`src/rtl/poly_horner_eval.sv`:
```
// ============================================================================
// Module   : poly_horner_eval
// Brief    : Saturating fixed-point polynomial evaluator (Horner, one MAC/cycle)
//            with runtime-writable coefficients. Build macro: POLY_ROUND_EN.
// Revision : 1.0
// ============================================================================
`default_nettype none

module poly_horner_eval #(
    parameter int DEGREE = 4,
    parameter int WIDTH  = 32,
    parameter int FRAC   = 8
) (
    input  logic                             clk,
    input  logic                             rst,
    input  logic                             coef_wr,
    input  logic [$clog2(DEGREE+1)-1:0]      coef_addr,
    input  logic [WIDTH-1:0]                 coef_data,
    input  logic                             start,
    input  logic [WIDTH-1:0]                 x_in,
    output logic                             busy,
    output logic                             done,
    output logic [WIDTH-1:0]                 y_out,
    output logic                             overflow
);

    localparam int c_aw   = $clog2(DEGREE+1);
    localparam int c_sw   = 2*WIDTH + 2;
    localparam int c_idx0 = DEGREE - 1;
    localparam int c_deg  = DEGREE;

    localparam logic [c_aw:0]           c_deg_ext  = c_deg[c_aw:0];
    localparam logic [c_aw-1:0]         c_idx_init = c_idx0[c_aw-1:0];
    localparam logic signed [c_sw-1:0]  c_max = {{(c_sw-WIDTH+1){1'b0}}, {(WIDTH-1){1'b1}}};
    localparam logic signed [c_sw-1:0]  c_min = {{(c_sw-WIDTH+1){1'b1}}, {(WIDTH-1){1'b0}}};
`ifdef POLY_ROUND_EN
    localparam logic signed [c_sw-1:0]  c_rnd = {{(c_sw-1){1'b0}}, 1'b1} << (FRAC-1);
`else
    localparam logic signed [c_sw-1:0]  c_rnd = '0;
`endif

    typedef enum logic [0:0] {
        S_IDLE = 1'b0,
        S_EVAL = 1'b1
    } state_t;

    state_t r_state;
    state_t w_state_nxt;
    logic   w_accept;
    logic   w_last;

    logic        [WIDTH-1:0]   r_coef [0:DEGREE];
    logic signed [WIDTH-1:0]   r_acc;
    logic signed [WIDTH-1:0]   r_x;
    logic        [c_aw-1:0]    r_idx;
    logic                      r_ovf;
    logic                      r_done;
    logic        [WIDTH-1:0]   r_y;
    logic                      r_overflow;

    logic                      w_coef_we;
    logic        [WIDTH-1:0]   w_coef_sel;
    logic signed [2*WIDTH-1:0] w_prod;
    logic signed [c_sw-1:0]    w_prod_ext;
    logic signed [c_sw-1:0]    w_rnd;
    logic signed [c_sw-1:0]    w_shift;
    logic signed [c_sw-1:0]    w_sum;
    logic        [WIDTH-1:0]   w_res;
    logic                      w_sat;

    // ---------------- control FSM ----------------
    always_ff @(posedge clk or posedge rst) begin
        if (rst) begin
            r_state <= S_IDLE;
        end else begin
            r_state <= w_state_nxt;
        end
    end

    always_comb begin
        w_state_nxt = r_state;
        w_accept    = 1'b0;
        w_last      = 1'b0;
        case (r_state)
            S_IDLE: begin
                if (start) begin
                    w_state_nxt = S_EVAL;
                    w_accept    = 1'b1;
                end
            end
            S_EVAL: begin
                if (r_idx == '0) begin
                    w_state_nxt = S_IDLE;
                    w_last      = 1'b1;
                end
            end
            default: w_state_nxt = S_IDLE;
        endcase
    end

    // ---------------- coefficient file ----------------
    assign w_coef_we = coef_wr && (r_state == S_IDLE) && ({1'b0, coef_addr} <= c_deg_ext);

    always_ff @(posedge clk or posedge rst) begin
        if (rst) begin
            for (int i = 0; i <= DEGREE; i++) begin
                r_coef[i] <= '0;
            end
        end else if (w_coef_we) begin
            r_coef[coef_addr] <= coef_data;
        end
    end

    // ---------------- MAC step ----------------
    // Widened to 2*WIDTH+2 so the rounding add and coefficient add never wrap.
    assign w_coef_sel = r_coef[r_idx];
    assign w_prod     = r_acc * r_x;
    assign w_prod_ext = {{2{w_prod[2*WIDTH-1]}}, w_prod};
    assign w_rnd      = w_prod_ext + c_rnd;
    assign w_shift    = w_rnd >>> FRAC;
    assign w_sum      = w_shift + {{(c_sw-WIDTH){w_coef_sel[WIDTH-1]}}, w_coef_sel};

    always_comb begin
        w_res = w_sum[WIDTH-1:0];
        w_sat = 1'b0;
        if (w_sum > c_max) begin
            w_res = {1'b0, {(WIDTH-1){1'b1}}};
            w_sat = 1'b1;
        end else if (w_sum < c_min) begin
            w_res = {1'b1, {(WIDTH-1){1'b0}}};
            w_sat = 1'b1;
        end
    end

    // ---------------- datapath and result registers ----------------
    always_ff @(posedge clk or posedge rst) begin
        if (rst) begin
            r_acc      <= '0;
            r_x        <= '0;
            r_idx      <= '0;
            r_ovf      <= 1'b0;
            r_done     <= 1'b0;
            r_y        <= '0;
            r_overflow <= 1'b0;
        end else begin
            r_done <= w_last;
            if (w_accept) begin
                r_x   <= x_in;
                r_acc <= r_coef[DEGREE];
                r_idx <= c_idx_init;
                r_ovf <= 1'b0;
            end else if (r_state == S_EVAL) begin
                r_acc <= w_res;
                r_ovf <= r_ovf | w_sat;
                if (r_idx != '0) begin
                    r_idx <= r_idx - c_aw'(1);
                end
            end
            if (w_last) begin
                r_y        <= w_res;
                r_overflow <= r_ovf | w_sat;
            end
        end
    end

    assign busy     = (r_state == S_EVAL);
    assign done     = r_done;
    assign y_out    = r_y;
    assign overflow = r_overflow;

endmodule

`default_nettype wire
```
`config.mk`:
```
export PLATFORM = sky130hd
export DESIGN_NAME = poly_horner_eval
export DESIGN_NICKNAME = d
export VERILOG_FILES = /design/src/rtl/poly_horner_eval.sv
export SDC_FILE = /design/constraint.sdc
export NUM_CORES = 2
export LEC_CHECK = 0
export ABC_AREA = 1
export ABC_CLOCK_PERIOD_IN_PS = 8410
export BUFFER_PORTS_ARGS = -buffer_cell sky130_fd_sc_hd__buf_4
export CAP_MARGIN = 20
export CORE_AREA = 8 8 533 430
export CTS_CLUSTER_SIZE = 8
export DETAILED_ROUTE_END_ITERATION = 8
export DIE_AREA = 0 0 541 438
export PLACE_DENSITY_LB_ADDON = 0.08
export SKIP_LAST_GASP = 1
export SYNTH_ARGS = -nofsm -noshare
export SYNTH_HDL_FRONTEND = slang
export SYNTH_SLANG_ARGS = --single-unit
export TNS_END_PERCENT = 30
```
`constraint.sdc`:
```
create_clock -name clk -period 8.41 [get_ports clk]
set_clock_uncertainty 0.1 [all_clocks]
set_input_delay 1.682 -clock clk [delete_from_list [all_inputs] [get_ports clk]]
set_output_delay 1.682 -clock clk [all_outputs]
set_load 0.01 [all_outputs]
```
**After elaboration in Yosys (flattened, before gate mapping)**

Index checks and enable logic that the tools add are counted.

- Flip-flop bits (word level): 263
- Output and inout port bits: 35
- Bits of input ports: 71

- Mux-type cells: 23
- Add/sub/neg operators: 2
- Reductions and logical operators: 8
- Multiply operators: 1
- Bitwise operators: 4
- Magnitude comparators: 6

Operators by type and width:

| operator | number |
|---|---|
| 2-to-1 mux 32 bit | 7 |
| bitwise mux 160 bit | 1 |
| binary-select mux 32 bit (select 3 bit) | 1 |
| demux 32 bit (select 3 bit) | 1 |
| multiplier 32 x 32 -> 64 bit | 1 |
| adder 56 x 32 -> 57 bit | 1 |
| > comparator 57 x 32 -> 1 bit (second input constant) | 1 |
| < comparator 57 x 32 -> 1 bit (second input constant) | 1 |
| 2-to-1 mux 1 bit | 9 |
| 2-to-1 mux 3 bit | 3 |
| greater-or-equal comparator 4 bit (second input constant) | 2 |
| inverter 3 -> 4 bit | 2 |
| < comparator 4 x 1 -> 1 bit (second input constant) | 1 |
| nonzero test 2 bit | 2 |
| <= comparator 3 bit (second input constant) | 1 |
| logical AND 1 bit | 3 |
| logical NOT 3 bit | 1 |
| nonzero test 3 bit | 1 |
| subtractor 3 x 1 -> 3 bit (second input constant) | 1 |
| one-hot mux 1 bit (2 select lines) | 1 |
| AND reduction 2 bit | 1 |
| inverter 1 bit | 1 |
| OR 1 bit | 1 |

**Logic depth before layout (Yosys ltp)**

- Word-level depth: 11
- Gate-level depth with buffers: 57
- Gate-level depth less buffers: 54

**Worst setup path before layout**

Ideal clock, no wire load.

- Path type: flip-flop to flip-flop
- Start point: register r_acc[31]
- End point: register r_y[25], in the netlist y_out[25]
- Path buffers: 3
- Path slack: -0.896 ns
- Cell stages (with the launch flop): 47
- Data arrival time: 9.141 ns
- Library setup time: 0.066 ns
- Cells stage by stage: dfrtp_1 -> clkbuf_1 -> clkbuf_1 -> nand2_1 -> inv_1 -> fa_1 -> fa_1 -> fa_1 -> fa_1 -> inv_1 -> fa_1 -> inv_1 -> fa_1 -> inv_1 -> fa_1 -> inv_1 -> fa_1 -> ha_1 -> [11 not listed] -> nand2_1 -> nor2_1 -> nand3_1 -> nor2_1 -> and2_1 -> nand2_1 -> nand4_1 -> nand2_2 -> nor2_1 -> nand2_1 -> nor2_2 -> nand3_2 -> nand2_4 -> buf_12 -> nand2_2 -> nand2_2 -> nand2_1 -> nand2_1

- Cells in the longest elaborated chain, start to end: 5
- Elaborated cells on any way between the ends: 6
- Those cells by class: add/sub: 1; mul: 1; order compare: 2; mux: 2

Ends and longest elaborated chain:

| element | line | RTL |
|---|---|---|
| start, declared | 53 | `logic signed [WIDTH-1:0] r_acc;` |
| start signal, assigned | 149 | `r_acc <= r_coef[DEGREE];` |
| start signal, assigned | 153 | `r_acc <= w_res;` |
| multiplier 32 x 32 -> 64 bit * | 117 | `assign w_prod = r_acc * r_x;` |
| adder 56 x 32 -> 57 bit * | 121 | `assign w_sum = w_shift + {{(c_sw-WIDTH){w_coef_sel[WIDTH-1]}}, w_coef_sel};` |
| < comparator 57 x 32 -> 1 bit | 129 | `end else if (w_sum < c_min) begin` |
| 2-to-1 mux 32 bit | 129 |  |
| 2-to-1 mux 32 bit * | 126 | `if (w_sum > c_max) begin` |
| end signal, assigned | 160 | `r_y <= w_res;` |
| end, declared | 58 | `logic [WIDTH-1:0] r_y;` |

Mark *: on every way between the ends. The rest lies on a longest branch, timed or not.
A chain may end at the register's enable or synchronous reset.

**Final worst setup path**

- Start point: register r_acc[13]
- End point: register r_y[13], in the netlist y_out[13]

The elaborated chain is that of the path after synthesis.

==> flow_summary_export.csv <==
group,metric,value,unit
routing,drt_wl_total,217,mm
min_path,hold_path.class,"reg -> reg",
cells_and_area,finalNetCount,9514,
setup_path,cp_data_arrival_time,10.26,ns
setup_path,critical_path.max_stage_delay,0.59,ns
die,dieArea,237000,µm²
die,initial_utilization,24.8,%
setup_path,worstPathRequired,8.80,ns
setup_path,cp_top_family,"adder cells",
synthesis,synth-async-reset-ratio,100,%
sta,rsz0062_at_grt,"true",
placed_design,io_buffers,105,
synthesis,synthCells,7229,
setup_path,rrSetupSlack,-1.46,ns
setup_path,cp-end-kind,"flip-flop",
synthesis,ys_top_cells_by_area,"fa_1, nand2_1, inv_1",
setup_path,worstSetupPathType,"reg -> reg",
cells_and_area,final_util,32.2,%
synthesis,synth_top_flop_cell,"dfrtp_1",
routing,first_pass_iters,7,
routing,ant_nets,0,
sta,timing.final.crit_share,117,%
outcome,outcome,"complete, but fails checks",
global_routing,grt_pass1_vias,49400,
sta,timing.hold.ws,0.380,ns
synthesis,syn-cell-area,54700,µm²
clocking,cts_sinks,263,
routing,drt_iter0_drc,2799,
sta,fin_ws,-1.46,ns
synthesis,synthDominantCellAreaShare,39.6,%
sta,finalHoldViolations,0,
clocking,cts_buffers,41,
routing,dr_total_vias,46700,
setup_path,cp_slowest_cell,"fa_2",
global_routing,grt_max_degree,116,
sta,slew_headroom,11.3,%
setup_path,worst-path-buf-inv,11,
clocking,clockRootBuffer,"clkbuf_16",
clocking,h-tree-depth,2,
die,rows,155,
cells_and_area,syn_to_final_growth,29.9,%
synthesis,postSynthNetCount,8627,
sta,tns,-91.06,ns
setup_path,critPathLaunchType,"flip-flop",
global_routing,overflow,0,
synthesis,synth_top_area_cell,"fa_1",
die,coreArea,221000,µm²
clocking,tritoncts,"built",
synthesis,yosysWarnings,0,
sta,max_freq,101,MHz
sta,setup_viol,66,
die,die_y,438,µm
cells_and_area,drive_gt1_share,22.4,%
sta,worst_pin_slew,1.33,ns
outcome,failed_checks,"negative setup slack",
placed_design,dp_hpwl,185,mm
job,drv_cap,0,
clocking,clkTransAtPathRegs,0.06,ns
die,ios,106,
synthesis,yosysUniqueCellTypes,48,
clocking,cts_hold_buf,0,
die,die_w,541,µm
synthesis,yosysSeqAreaShare,12.0,%
clocking,clk_path_buf_depth,3,
setup_path,cp_max_fo,8,
global_routing,track_usage,18.0,%
routing,vias_per_cell,4.24,
routing,routedWlPerCell,19.7,µm
routing,drc,0,
synthesis,ys_ff_latch,263,
global_routing,grt_pass1_wl,325,mm
synthesis,avgSynthCellArea,7.57,µm²
placed_design,gp_congestion,0.879,
global_routing,antenna_found_initial,8,
placed_design,dp_slack,-2.28,ns
synthesis,synth_edf_count,0,
sta,post-route-min-period,9.87,ns
sta,slew_violations,0,
clocking,clock_latency,0.64,ns
[final timing paths]
check / cells past startpoint / start / end
setup / recovery: 44 / r_acc[13]$_DFFE_PP0P_ / y_out[13]$_DFFE_PP0P_
hold / removal: 2 / r_coef[36]$_DFFE_PP0P_ / r_coef[36]$_DFFE_PP0P_
setup reg to reg: 44 / r_acc[13]$_DFFE_PP0P_ / y_out[13]$_DFFE_PP0P_
hold reg to reg: 2 / r_coef[36]$_DFFE_PP0P_ / r_coef[36]$_DFFE_PP0P_
max in group asynchronous: 4 / rst / r_coef[135]$_DFFE_PP0P_
min in group asynchronous: 2 / rst / r_coef[138]$_DFFE_PP0P_
[sequential cells by signal (all words and copies together), names as in the netlist, 3 cells and up]
| register | count |
|---|---|
| r_acc | 32 |
| r_x | 32 |
| r_coef | 160 |
| r_idx | 3 |
| y_out | 32 |
[cells in the final DEF (no fill, tap or decap), drive strengths merged]
| master | instances |
|---|---|
| o21a | 12 |
| o31ai | 2 |
| ha | 245 |
| o21bai | 14 |
| clkbuf | 54 |
| o211ai | 5 |
| a21oi | 221 |
| clkinv | 6 |
| xor2 | 71 |
| nand4 | 26 |
| nor2 | 220 |
| a31oi | 24 |
| o22ai | 11 |
| a32o | 6 |
| nand2 | 2210 |
| a221o | 1 |
| bufinv | 2 |
| inv | 2021 |
| a211oi | 1 |
| or2 | 1 |
| clkinvlp | 3 |
| xnor2 | 27 |
| a221oi | 25 |
| dfrtp | 263 |
| a21boi | 4 |
| fa | 1082 |
| and3 | 3 |
| diode | 2 |
| buf | 1168 |
| a31o | 25 |
| nand3 | 82 |
| a21o | 3 |
| and2 | 3 |
| nor4 | 6 |
| nor3 | 24 |
| o221ai | 5 |
| nand3b | 4 |
| o21ai | 247 |
[kinds of logic after synthesis]
kind of cell	count (synthesis)	synth area share, %
flops	263	12.0
buf+inv	2357	16.3
simple gates	2578	18.7
xor+xnor	98	1.57
compound gates	606	6.26
fa+ha+maj	1327	45.2
[final cells by class]
cell class	instances	area (µm²)
Timing Repair Buffer	1175	10400
Sequential cell	263	6600
Clock buffer	47	1070
Fill cell	23900	150000
Multi-Input combinational cell	4610	41700
Clock inverter	7	124
Inverter	2025	7610
Antenna cell	2	5.00
Tap cell	2904	3630
[per-layer routing]
metal,global-route usage (%),routed length [µm],part of all wire (%)
met1,28.2,113000,52
met2,27.8,94000,43
met3,1.02,7130,3.3
met4,2.40,2900,1.3
met5,0,0,0
[synth_stat cells (12+ instances only)]
master and instances:
o21bai_1 14, nand2_1 2135, inv_1 2017, nand3_1 75, clkbuf_1 311, o21a_1 12
xnor2_1 27, nand2_2 73, dfrtp_1 263, xor2_1 71, nor2_2 12, a31oi_1 24
nor2_1 207, a31o_2 25, nor3_1 19, nand4_1 26, a21oi_1 221, o21ai_0 241
a221oi_1 25, ha_1 245, fa_1 1082
[per-stage QoR]
step                      instance area (µm²)  std cells
after floorplan                         54900       7229
after global placement                  66500      10900
after detailed placement                66500      10900
after CTS                               68500      10900
after global routing                    71100      11000
final                                   71100      11000
[timing repair]
item,4_1_cts,5_1_grt
endpoints found under the setup margin,66,66
resized for setup,197,420
setup buffers,12,77
cloned,1,7
pin swaps,56,178
[worst register-to-register path, delay by kind of cell (launching register included)]
kind	cells	cell delay (ns)
adder cells (fa/ha/maj)	10	4.83
AND/OR/NAND/NOR	18	2.19
buffers and inverters	11	1.38
flip-flops	1	0.44
XOR/XNOR	1	0.17
AO/OA/AOI/OAI	4	0.59
Power is not shown: default switching activity piles up to over one toggle a cycle in this logic, so the estimate is an artifact.
